===== src/rtl/pipe_ctrl_unit.sv =====
`default_nettype none
// ============================================================================
// Module      : pipe_ctrl_unit
// Description : Pipelined control unit for the WISC-S25 core. It decodes the
//               IF/ID instruction into a control bundle and carries that
//               bundle through the ID/EX, EX/MEM and MEM/WB registers. It
//               also detects load-use hazards, applies global memory stalls
//               and branch flushes, and drains the pipeline on HLT.
//
// Ports       : clk, rst_n        - clock, asynchronous active-low reset
//               id_instr          - instruction held in IF/ID
//               id_valid          - IF/ID holds a real instruction
//               mem_stall         - data memory busy, freeze everything
//               branch_taken      - branch in ID resolved taken
//               pc_hold           - PC must not update
//               if_id_hold        - IF/ID must not update
//               if_id_flush       - IF/ID loads a bubble
//               id_branch[_reg]   - ID op is B / BR
//               ex_alu_src        - EX uses the immediate
//               ex_imm_sel        - 00 imm4, 01 offset4, 10 imm8
//               mem_write         - MEM-stage SW
//               mem_enable        - MEM-stage LW/SW
//               mem_to_reg        - MEM-stage LW
//               wb_reg_write      - WB writes the register file
//               wb_pcs            - WB data is PC+2
//               wb_rd             - WB destination register
//               halted            - processor halted
//
// Revision    : 1.0 - initial release
// ============================================================================
module pipe_ctrl_unit #(
    parameter int INSTR_W    = 16,
    parameter int REG_ADDR_W = 4,
    parameter int HAZARD_EN  = 1
) (
    input  logic                  clk,
    input  logic                  rst_n,
    input  logic [INSTR_W-1:0]    id_instr,
    input  logic                  id_valid,
    input  logic                  mem_stall,
    input  logic                  branch_taken,
    output logic                  pc_hold,
    output logic                  if_id_hold,
    output logic                  if_id_flush,
    output logic                  id_branch,
    output logic                  id_branch_reg,
    output logic                  ex_alu_src,
    output logic [1:0]            ex_imm_sel,
    output logic                  mem_write,
    output logic                  mem_enable,
    output logic                  mem_to_reg,
    output logic                  wb_reg_write,
    output logic                  wb_pcs,
    output logic [REG_ADDR_W-1:0] wb_rd,
    output logic                  halted
);

    // ------------------------------------------------------------------------
    // Control bundle produced in ID and held in ID/EX
    // ------------------------------------------------------------------------
    typedef struct packed {
        logic                  regWrite;
        logic                  aluSrc;
        logic [1:0]            immSel;
        logic                  memWrite;
        logic                  memEnable;
        logic                  memToReg;
        logic                  pcs;
        logic                  isHalt;
        logic [REG_ADDR_W-1:0] rd;
    } ctrl_t;

    localparam ctrl_t c_BUBBLE = '0;

    typedef enum logic [1:0] {
        S_RUN    = 2'd0,
        S_DRAIN  = 2'd1,
        S_HALTED = 2'd2
    } state_t;

    // ------------------------------------------------------------------------
    // Instruction fields
    // ------------------------------------------------------------------------
    logic [3:0]            w_op;
    logic [REG_ADDR_W-1:0] w_rdFld;
    logic [REG_ADDR_W-1:0] w_rsFld;
    logic [REG_ADDR_W-1:0] w_rtFld;

    assign w_op    = id_instr[INSTR_W-1 -: 4];
    assign w_rdFld = id_instr[INSTR_W-5 -: REG_ADDR_W];
    assign w_rsFld = id_instr[2*REG_ADDR_W-1 -: REG_ADDR_W];
    assign w_rtFld = id_instr[REG_ADDR_W-1:0];

    // ------------------------------------------------------------------------
    // Pipeline state
    // ------------------------------------------------------------------------
    state_t                r_state;
    logic                  r_halted;

    ctrl_t                 r_exBundle;

    logic                  r_memRegWrite;
    logic                  r_memWrite;
    logic                  r_memEnable;
    logic                  r_memToReg;
    logic                  r_memPcs;
    logic                  r_memIsHalt;
    logic [REG_ADDR_W-1:0] r_memRd;

    logic                  r_wbRegWrite;
    logic                  r_wbPcs;
    logic [REG_ADDR_W-1:0] r_wbRd;

    // ------------------------------------------------------------------------
    // ID decode, gated by id_valid. Source usage flags are decoded alongside
    // so the hazard check only compares registers the ID op really reads.
    // ------------------------------------------------------------------------
    ctrl_t w_dec;
    logic  w_rsUsed;    // rs = [7:4]
    logic  w_rtLoUsed;  // rt = [3:0]
    logic  w_rtHiUsed;  // rt = [11:8] (SW data, LLB/LHB read-modify)

    always_comb begin
        w_dec      = c_BUBBLE;
        w_rsUsed   = 1'b0;
        w_rtLoUsed = 1'b0;
        w_rtHiUsed = 1'b0;
        if (id_valid) begin
            w_dec.regWrite  = ~w_op[3] | (w_op == 4'b1000) | (w_op == 4'b1010)
                            | (w_op == 4'b1011) | (w_op == 4'b1110);
            w_dec.aluSrc    = ((w_op[3:2] == 2'b01) & (w_op != 4'b0111))
                            | (w_op[3:1] == 3'b100) | (w_op[3:1] == 3'b101);
            if (w_op[3:1] == 3'b100) begin
                w_dec.immSel = 2'b01;
            end else if (w_op[3:1] == 3'b101) begin
                w_dec.immSel = 2'b10;
            end else begin
                w_dec.immSel = 2'b00;
            end
            w_dec.memWrite  = (w_op == 4'b1001);
            w_dec.memEnable = (w_op[3:1] == 3'b100);
            w_dec.memToReg  = (w_op == 4'b1000);
            w_dec.pcs       = (w_op == 4'b1110);
            w_dec.isHalt    = (w_op == 4'b1111);
            w_dec.rd        = w_rdFld;

            w_rsUsed   = ~w_op[3] | (w_op[3:1] == 3'b100) | (w_op == 4'b1101);
            w_rtLoUsed = (w_op[3:2] == 2'b00) | (w_op == 4'b0111);
            w_rtHiUsed = (w_op == 4'b1001) | (w_op[3:1] == 3'b101);
        end
    end

    assign id_branch     = id_valid & (w_op == 4'b1100);
    assign id_branch_reg = id_valid & (w_op == 4'b1101);

    // ------------------------------------------------------------------------
    // Load-use detection. When disabled, an external bypass resolves the
    // dependency and the pipeline never stalls for it.
    // ------------------------------------------------------------------------
    logic w_loadUse;

    generate
        if (HAZARD_EN != 0) begin : g_loadUseDetect
            logic w_rdMatch;
            assign w_rdMatch = (w_rsUsed   & (w_rsFld == r_exBundle.rd))
                             | (w_rtLoUsed & (w_rtFld == r_exBundle.rd))
                             | (w_rtHiUsed & (w_rdFld == r_exBundle.rd));
            // r0 is hard-wired zero, so a load into it creates no dependency
            assign w_loadUse = (r_state == S_RUN) & r_exBundle.memToReg
                             & (r_exBundle.rd != '0) & w_rdMatch;
        end else begin : g_loadUseOff
            assign w_loadUse = 1'b0;
        end
    endgenerate

    // ------------------------------------------------------------------------
    // Stall / flush / halt control
    // ------------------------------------------------------------------------
    logic  w_haltGo;
    ctrl_t w_exNext;

    // HLT leaves RUN only when it actually advances into ID/EX this cycle
    assign w_haltGo = (r_state == S_RUN) & w_dec.isHalt & ~mem_stall & ~w_loadUse;

    // Anything sitting in ID once HLT has moved on is younger than HLT and
    // must never reach the register file or memory, so it becomes a bubble.
    assign w_exNext = (w_loadUse || (r_state != S_RUN)) ? c_BUBBLE : w_dec;

    assign pc_hold    = mem_stall | w_loadUse | w_haltGo | (r_state != S_RUN);
    assign if_id_hold = mem_stall | w_loadUse | (r_state == S_HALTED);

    // A load-use stall outranks a taken branch; the branch sees ID again
    // next cycle and is flushed then.
    assign if_id_flush = ~mem_stall
                       & ((r_state == S_DRAIN)
                       | ((r_state == S_RUN) & ~w_loadUse & branch_taken & id_valid));

    // ------------------------------------------------------------------------
    // Stage registers: advance together unless memory is busy
    // ------------------------------------------------------------------------
    always_ff @(posedge clk or negedge rst_n) begin
        if (!rst_n) begin
            r_exBundle    <= c_BUBBLE;
            r_memRegWrite <= 1'b0;
            r_memWrite    <= 1'b0;
            r_memEnable   <= 1'b0;
            r_memToReg    <= 1'b0;
            r_memPcs      <= 1'b0;
            r_memIsHalt   <= 1'b0;
            r_memRd       <= '0;
            r_wbRegWrite  <= 1'b0;
            r_wbPcs       <= 1'b0;
            r_wbRd        <= '0;
        end else if (!mem_stall) begin
            r_exBundle    <= w_exNext;

            r_memRegWrite <= r_exBundle.regWrite;
            r_memWrite    <= r_exBundle.memWrite;
            r_memEnable   <= r_exBundle.memEnable;
            r_memToReg    <= r_exBundle.memToReg;
            r_memPcs      <= r_exBundle.pcs;
            r_memIsHalt   <= r_exBundle.isHalt;
            r_memRd       <= r_exBundle.rd;

            r_wbRegWrite  <= r_memRegWrite;
            r_wbPcs       <= r_memPcs;
            r_wbRd        <= r_memRd;
        end
    end

    // ------------------------------------------------------------------------
    // Halt FSM. The FSM enters HALTED on the same edge that moves the halt
    // marker from EX/MEM into MEM/WB, so WB needs no copy of the marker and
    // halted rises exactly when HLT would have reached write-back.
    // ------------------------------------------------------------------------
    always_ff @(posedge clk or negedge rst_n) begin
        if (!rst_n) begin
            r_state  <= S_RUN;
            r_halted <= 1'b0;
        end else begin
            case (r_state)
                S_RUN: begin
                    r_halted <= 1'b0;
                    if (w_haltGo) begin
                        r_state <= S_DRAIN;
                    end
                end
                S_DRAIN: begin
                    if (r_memIsHalt && !mem_stall) begin
                        r_state  <= S_HALTED;
                        r_halted <= 1'b1;
                    end
                end
                S_HALTED: begin
                    r_halted <= 1'b1;
                end
                default: begin
                    r_state  <= S_RUN;
                    r_halted <= 1'b0;
                end
            endcase
        end
    end

    // ------------------------------------------------------------------------
    // Per-stage outputs
    // ------------------------------------------------------------------------
    assign ex_alu_src   = r_exBundle.aluSrc;
    assign ex_imm_sel   = r_exBundle.immSel;
    assign mem_write    = r_memWrite;
    assign mem_enable   = r_memEnable;
    assign mem_to_reg   = r_memToReg;
    assign wb_reg_write = r_wbRegWrite;
    assign wb_pcs       = r_wbPcs;
    assign wb_rd        = r_wbRd;
    assign halted       = r_halted;

endmodule
`default_nettype wire


===== config.mk =====
export PLATFORM = sky130hd
export DESIGN_NAME = pipe_ctrl_unit
export DESIGN_NICKNAME = d
export VERILOG_FILES = /design/src/rtl/pipe_ctrl_unit.sv
export SDC_FILE = /design/constraint.sdc
export NUM_CORES = 1
export LEC_CHECK = 0
export ABC_AREA = 0
export BUFFER_PORTS_ARGS = -buffer_cell sky130_fd_sc_hd__buf_2
export CAP_MARGIN = 15
export CORE_MARGIN = 8
export CORE_UTILIZATION = 53
export CTS_CLUSTER_SIZE = 8
export DETAILED_ROUTE_END_ITERATION = 8
export PLACE_DENSITY = 0.79
export SLEW_MARGIN = 20
export SYNTH_ARGS = -nofsm -noshare
export SYNTH_HDL_FRONTEND = slang
export SYNTH_SLANG_ARGS = --single-unit
export TNS_END_PERCENT = 100

===== constraint.sdc =====
create_clock -name clk -period 2.3 [get_ports clk]
set_input_delay 0 -clock clk [delete_from_list [all_inputs] [get_ports clk]]
set_output_delay 0 -clock clk [all_outputs]
set_load 0.01 [all_outputs]

* Yosys cells after proc, flatten, opt, wreduce, memory -nomap -nowiden *
Cells that the tools add are included.

cells by class
  equal/unequal tests = 20
  muxes and demuxes = 12
  bitwise gates (word level) = 37
  reduce and logical (&&, ||, !) cells = 8

operators by type and width
  cell                                                    count
  == test 4 bit (second input constant)                   8
  2-to-1 mux 13 bit                                       2
  OR 1 bit                                                17
  AND 1 bit                                               16
  == test 4 bit                                           3
  2-to-1 mux 2 bit                                        4
  == test 3 bit (second input constant)                   2
  case mux 2 bit (3 select lines)                         1
  == test 2 x 1 -> 1 bit (second input constant)          2
  == test 4 x 3 -> 1 bit (second input constant)          1
  logical NOT 2 bit                                       2
  2-to-1 mux 1 bit                                        4
  inequality test 4 x 3 -> 1 bit (second input constant)  1
  inverter 1 bit                                          4
  nonzero test 4 bit                                      1
  AND reduction 3 bit                                     1
  == test 2 bit (second input constant)                   1
  inequality test 2 x 1 -> 1 bit (second input constant)  1
  inequality test 2 bit (second input constant)           1
  case mux 1 bit (2 select lines)                         1
  nonzero test 2 bit                                      1
  logical AND 1 bit                                       1
  logical NOT 1 bit                                       1
  logical OR 1 bit                                        1

storage, ports and cells
  register bits = 32
  output and inout port bits = 18
  word-level logic and storage cells = 98

* Longest topological paths before layout *
Gate-level depths: netlist of the first run.

  word-level depth = 14
  mapped depth = 8
  depth with buffers taken out = 7

* Least setup slack after synthesis of the first run *
No wires, ideal clock.

  path type = reg-to-reg
  start point = register r_state[0]
  end point = register r_exBundle (netlist bit ex_imm_sel[0])
  setup time = 0.122 ns
  arrival time = 1.681 ns
  data required time = 2.178 ns
  slack = 0.498 ns
  stages on the path, launching flop included = 9
  path buffers = 1
  cell sequence = dfrtp_1 inv_1 ha_1 nand2_1 nor3b_2 and3_1 a31oi_2 buf_6 a32o_1

on the way
  cells in the longest elaborated chain, start to end = 6

ends and longest elaborated chain
  what                    line  source
  from (decl)             97    state_t r_state;
  from (signal assigned)  238   r_state <= S_RUN;
  from (signal assigned)  245   r_state <= S_DRAIN;
  from (signal assigned)  250   r_state <= S_HALTED;
  logical NOT 2 bit       169   assign w_loadUse = (r_state == S_RUN) & r_exBundle.memToReg
  AND 1 bit               169
  AND 1 bit (2 in a row)  170   & (r_exBundle.rd != '0) & w_rdMatch;
  logical OR 1 bit (*)    187   assign w_exNext = (w_loadUse || (r_state != S_RUN)) ? c_BUBBLE : w_dec;
  2-to-1 mux 13 bit (*)   187
  to (signal assigned)    203   r_exBundle <= c_BUBBLE;
  to (signal assigned)    215   r_exBundle <= w_exNext;
  to (decl)               100   ctrl_t r_exBundle;

Mark *: on every way between the ends. The rest lies on a longest branch, timed or not.
A chain may end at the register's enable or synchronous reset.

* Final worst setup path of the first run *
  start point = register r_state[0]
  end point = output if_id_flush

on the way
  cells in the longest elaborated chain, start to end = 10

ends and longest elaborated chain
  what                    line      source
  logical NOT 2 bit       169, 196
  AND 1 bit               169
  AND 1 bit (2 in a row)  170
  inverter 1 bit          196       | ((r_state == S_RUN) & ~w_loadUse & branch_taken & id_valid));
  AND 1 bit (3 in a row)  196
  OR 1 bit (*)            196
  AND 1 bit (*)           195       & ((r_state == S_DRAIN)
  to (decl)               44        output logic if_id_flush,

Marked as above.

==> results of run 1 <==
cell type report:
cell class | count | area (um^2)
clock buffers | 7 | 45.0
clock inverters | 1 | 5.00
fillers | 248 | 1060
inverters | 7 | 26.3
multi-input cells | 92 | 818
flip-flops and latches | 31 | 776
well taps | 44 | 55.1
repair buffers | 44 | 245
metal layers:
metal / track usage [%] / up-vias / share of wire, %
met2: 23.6 / 34 / 47
met1: 16.0 / 582 / 45
met5: 0 / - / 0
met4: 7.26 / 0 / 1.5
met3: 6.61 / 6 / 7.2
li1: - / 594 / -
worst paths after layout:
path	startpoint	end	slack, ns	cells after the start
max reg2reg	r_state[0]	ex_imm_sel[0]	0.45	7
max in group asynchronous	rst_n	r_state[0]	1.63	2
min reg2reg	ex_imm_sel[1]	ex_imm_sel[1]	0.47	2
max	r_state[0]	if_id_flush	0.1	8
min	id_instr[13]	r_exBundle[4]	0.04	3
min in group asynchronous	rst_n	wb_rd[2]	0.24	2
stage by stage:
stage / area, um^2 / setup TNS, ns / cells
3_5_place_dp: 1840 / 0 / 214
2_1_floorplan: 1670 / 0 / 144
4_1_cts: 1930 / 0 / 226
6_report: 1970 / 0 / 226
5_1_grt: 1970 / -0.0322 / 226
3_3_place_gp: 1840 / 0 / 214
layout by cell type, fill, tap and decap left out, drive strengths merged, types with 2 or more instances in the layout:
master / n
ha: 5
buf: 40
a32o: 9
nand3: 4
nor3: 4
dlygate4sd3: 4
nor4: 4
a211oi: 3
o21ai: 2
mux2: 19
clkbuf: 7
dfrtp: 31
nand2: 8
nor3b: 6
xor2: 12
inv: 7
nor2: 2
o41ai: 2
critical path, delay by kind of cell (launching register included):
kind | cells | cell delay, ns
compound gates | 2 | 0.37
flops | 1 | 0.42
simple gates | 3 | 0.66
fa+ha+maj | 1 | 0.19
buf+inv | 2 | 0.23
repair_timing:
item,CTS,global route
resized for setup,0,8
endpoints found under the setup margin,0,3
hold buffers,4,0
hold endpoints to repair,33,0
setup buffers,0,0
logic make-up (layout without fill, tap and decap cells):
family                     count (synthesis)  count (layout)  synth area share, %
and+or+nand+nor                           35              35                 12.7
DFF                                       31              31                 46.4
buffers and inverters                     21              59                 6.74
AOI/OAI and AO/OA                         20              20                 10.6
muxes                                     19              19                 12.8
xor gates and xnor gates                  12              12                 6.29
adders and majority gates                  6               6                 4.34
power breakdown:
part | switching [mW] | internal [mW]
sequential | 0.0776 | 0.636
combinational | 0.247 | 0.243
clock | 0.172 | 0.119
==> results.yml, run 1 <==
synth:
  syn_avg_cell_area_um2: 11.6
  yosys-top-cells-count: "dfrtp_1, mux2_2, xor2_1"
  synth.cell_area_um2: 1670
  synth.most_common_cell: "dfrtp_1"
  synth_area_leaders: "dfrtp_1, mux2_2, xor2_1, a32o_1, ha_1"
  yosysWarnings: 0
  synth_top_area_share_pct: 46.4
  async_reset_ff_share_pct: 100
  ys_types: 37
  ys_seq_area_share_pct: 46.4
  synth_edf_count: 0
  synth_cells: 144
  ys_seq_elements: 31
  syn-num-nets: 170
  synth_ff_type: "dfrtp_1"
  yosysTopAreaCell: "dfrtp_1"
floorplan:
  rows: 20
  pin_count: 39
  start_util_pct: 55.2
  die_y_um: 72.1
  die_area_um2: 5200
  die_w_um: 72.1
  core-area_um2: 3030
global_route:
  grt_pass1_wl_um: 6040
  grt_remaining_overflow: 0
  grt_max_degree: 35
  grt_antenna_before_repair: 0
  track_usage_pct: 14.7
  grt_pass1_vias: 1353
drt:
  drc: 0
  route.vias.total: 1216
  vias_per_cell: 5.38
  avgRoutedWirePerCell_um: 15.5
  totalWireLength_um: 3500
  first_iter_violations: 39
  first_pass_iters: 4
  drtAntennaViolNets: 0
power_and_ir_drop:
  power_mw: 1.49
  leakagePower_nw: 0.987
  peakVddDrop_mv: 0.479
  p_per_area_nw_per_um2: 758
timing:
  setup_viol: 0
  period_needed_ns: 2.20
  fmax_mhz: 454
  worst_pin_slew_ns: 0.671
  holdWs_ns: 0.0393
  setup_slack_ns: 0.0974
  hold_violations: 0
  relSlewSlack_pct: 55.3
  drv_slew: 0
  min_period_over_period_pct: 95.8
  fin_skew_ns: 0.00587
setup_path:
  worstPathCellList: "inv_2 -> ha_2 -> nand2_1 -> nor3b_4 -> and3_4 -> a31oi_4 -> a32o_1 -> buf_2"
  critPathRequiredTime_ns: 2.30
  cp.arrival_ns: 2.20
  endpoint_kind: "output port"
  critPathLaunchType: "flop"
  max_stage_delay_ns: 0.42
  worst-setup-path-type: "flop to output port"
  cp_max_fo: 12
  cp_slowest_cell: "dfrtp_1"
cells_and_area:
  top_register: "r_exBundle"
  final_core_util_pct: 65.1
  largest_register_ffs: 9
  drive_gt1_share_pct: 41.2
  n_antenna_cell: 0
  area_delta_synth_final_pct: 18.0
  layout.nets: 207
clock_network:
  insertion_delay_ns: 0.32
  cts_sinks: 31
  cts_buffers: 5
  h-tree-depth: 2
  clkSlewWorstSetupHoldPaths_ns: 0.08
  tritoncts: "built"
  clockBufferDepth: 2
  clock-root-buffer: "clkbuf_4"
placement:
  pre_cts_ws_ns: 0.374
  place_congestion: 0.800
  hpwl_um: 2560
  port_buffers: 38
flow_run:
  max_cap_violations: 0
worst_hold_path:
  hp-class: "input pin to flop"
status:
  status: "finished clean"
No activity file was read; power rests on OpenSTA's default activity.
==> run 2: changes to the inputs <==
Settings changed: CTS_CLUSTER_DIAMETER set to 150, HOLD_SLACK_MARGIN set to 0.15.
==> results.yml, run 2 (synthesis gave the netlist of run 1 again) <==
global_route:
  grt_pass1_wl_um: 6100
  track_usage_pct: 14.8
  grt_antenna_before_repair: 0
  grt_pass1_vias: 1361
  grt_max_degree: 35
  grt_remaining_overflow: 0
clock_network:
  clkSlewWorstSetupHoldPaths_ns: 0.09
  insertion_delay_ns: 0.32
  post_cts_buffers: 0
  clockBufferDepth: 2
  clock-root-buffer: "clkbuf_4"
  cts_buffers: 5
  cts_sinks: 31
  h-tree-depth: 2
  tritoncts: "built"
timing:
  drv_slew: 0
  fin_skew_ns: 0.00568
  worst_pin_slew_ns: 0.671
  setup_viol: 0
  fmax_mhz: 454
  relSlewSlack_pct: 55.3
  period_needed_ns: 2.20
  hold_violations: 0
  min_period_over_period_pct: 95.7
  holdWs_ns: 0.161
setup_path:
  max_stage_delay_ns: 0.42
  cp.arrival_ns: 2.20
  critPathLaunchType: "flop"
  critPathRequiredTime_ns: 2.30
  endpoint_kind: "output port"
  cp_slowest_cell: "dfrtp_1"
  worstPathCellList: "inv_2 -> ha_2 -> nand2_1 -> nor3b_4 -> and3_4 -> a31oi_4 -> a32o_1 -> buf_2"
  cp_max_fo: 12
  worst-setup-path-type: "flop to output port"
flow_run:
  max_cap_violations: 0
cells_and_area:
  final_cell_mix: "buf_2, dfrtp_1, mux2_2"
  fillers: 246
  area_delta_synth_final_pct: 19.2
  mostFrequentLayoutCell: "buf_2"
  layout.nets: 209
  n_antenna_cell: 0
  drive_gt1_share_pct: 40.8
  top_register: "r_exBundle"
  stdcell_area_um2: 1990
  largest_register_ffs: 9
power_and_ir_drop:
  peakVddDrop_mv: 0.479
  power.internal_mw: 0.999
  p_per_area_nw_per_um2: 752
  netSwitchingFraction_pct: 33.2
  p_sw_mw: 0.498
  p_seq_share_pct: 47.7
  p_clk_share_pct: 19.5
  comb_power_share_pct: 32.8
  leakagePower_nw: 0.998
placement:
  hpwl_um: 2560
  place_congestion: 0.800
  port_buffers: 38
  placed_cell_area_um2: 1840
drt:
  avgRoutedWirePerCell_um: 15.4
  drt-met1-wl_um: 1560
  drtAntennaViolNets: 0
  route.vias.total: 1229
  totalWireLength_um: 3520
  route.met2.wl_um: 1640
  drc: 0
  wl_met3_um: 270
  first_iter_violations: 46
  first_pass_iters: 4
  top_layer_used: "met4"
  vias_per_cell: 5.39
floorplan:
  core-area_um2: 3030
  start_util_pct: 55.2
  die_area_um2: 5200
  die_y_um: 72.1
  pin_count: 39
  die_w_um: 72.1
  rows: 20
status:
  status: "finished clean"
worst_hold_path:
  hp-class: "input pin to flop"
run 2: cell count changes in the layout (fill, tap and decap cells not counted):
cell           change
dlygate4sd3_1      +2
run 2: repair_timing:
| item | CTS | global route |
|---|---|---|
| hold buffers | 6 | 0 |
| resized for setup | 0 | 8 |
| hold endpoints to repair | 38 | 0 |
| endpoints found under the setup margin | 0 | 3 |
run 2: critical path: cells and delay by family, from the launching register on:
kind | cells | cell delay [ns]
AND/OR/NAND/NOR | 3 | 0.66
buffers and inverters | 2 | 0.23
flip-flops | 1 | 0.42
adder cells (fa/ha/maj) | 1 | 0.19
AO/OA/AOI/OAI | 2 | 0.37
run 2: worst paths after layout:
check                         startpoint             to  slack, ns  cells past startpoint
max in group asynchronous          rst_n     r_state[0]       1.63                      2
hold / removal               id_instr[8]  r_exBundle[0]       0.16                      3
hold reg to reg            ex_imm_sel[1]  ex_imm_sel[1]       0.47                      2
setup reg to reg              r_state[0]  ex_imm_sel[0]       0.45                      7
min in group asynchronous          rst_n       wb_rd[2]       0.24                      2
setup / recovery              r_state[0]    if_id_flush        0.1                      8
run 2: layout make-up:
cell class                 count  area (um^2)  share of cell area, %
sequential                    31          776                   39.0
timing repair buffer          46          265                   13.3
clock inverter                 1         5.00                  0.251
tap                           44         55.1                   2.77
multi-input combinational     92          818                   41.1
clock buffer                   7         45.0                   2.26
inverter                       7         26.3                   1.32
run 2: power groups by stage:
stage | Sequential [mW] | Combinational, mW | Clock, mW
final | 0.714 | 0.492 | 0.292
after floorplan | 0.703 | 0.336 | 0
after global routing | 0.728 | 0.550 | 0.333
after detailed placement | 0.721 | 0.468 | 0
after global placement | 0.711 | 0.450 | 0
after CTS | 0.709 | 0.479 | 0.309
run 2: per-stage QoR:
| stage | util, % | power, mW | instances | TNS, ns | worst slack [ns] |
|---|---|---|---|---|---|
| 6_report | 65.7 | 1.50 | 228 | 0 | 0.0985 |
| 5_1_grt | 65.7 | 1.61 | 228 | -0.0322 | -0.0322 |
| 4_1_cts | 64.5 | 1.50 | 228 | 0 | 0.00103 |
| 3_5_place_dp | 60.9 | 1.19 | 214 | 0 | 0.374 |
| 3_3_place_gp | 60.9 | 1.16 | 214 | 0 | 0.475 |
| 2_1_floorplan | - | 1.04 | 144 | 0 | 0.498 |
run 2: routing by layer:
| metal | track usage (%) | vias to the layer above |
|---|---|---|
| met1 | 15.9 | 588 |
| met5 | 0 | - |
| met3 | 6.75 | 6 |
| met2 | 24.0 | 39 |
| li1 | - | 596 |
| met4 | 7.26 | 0 |
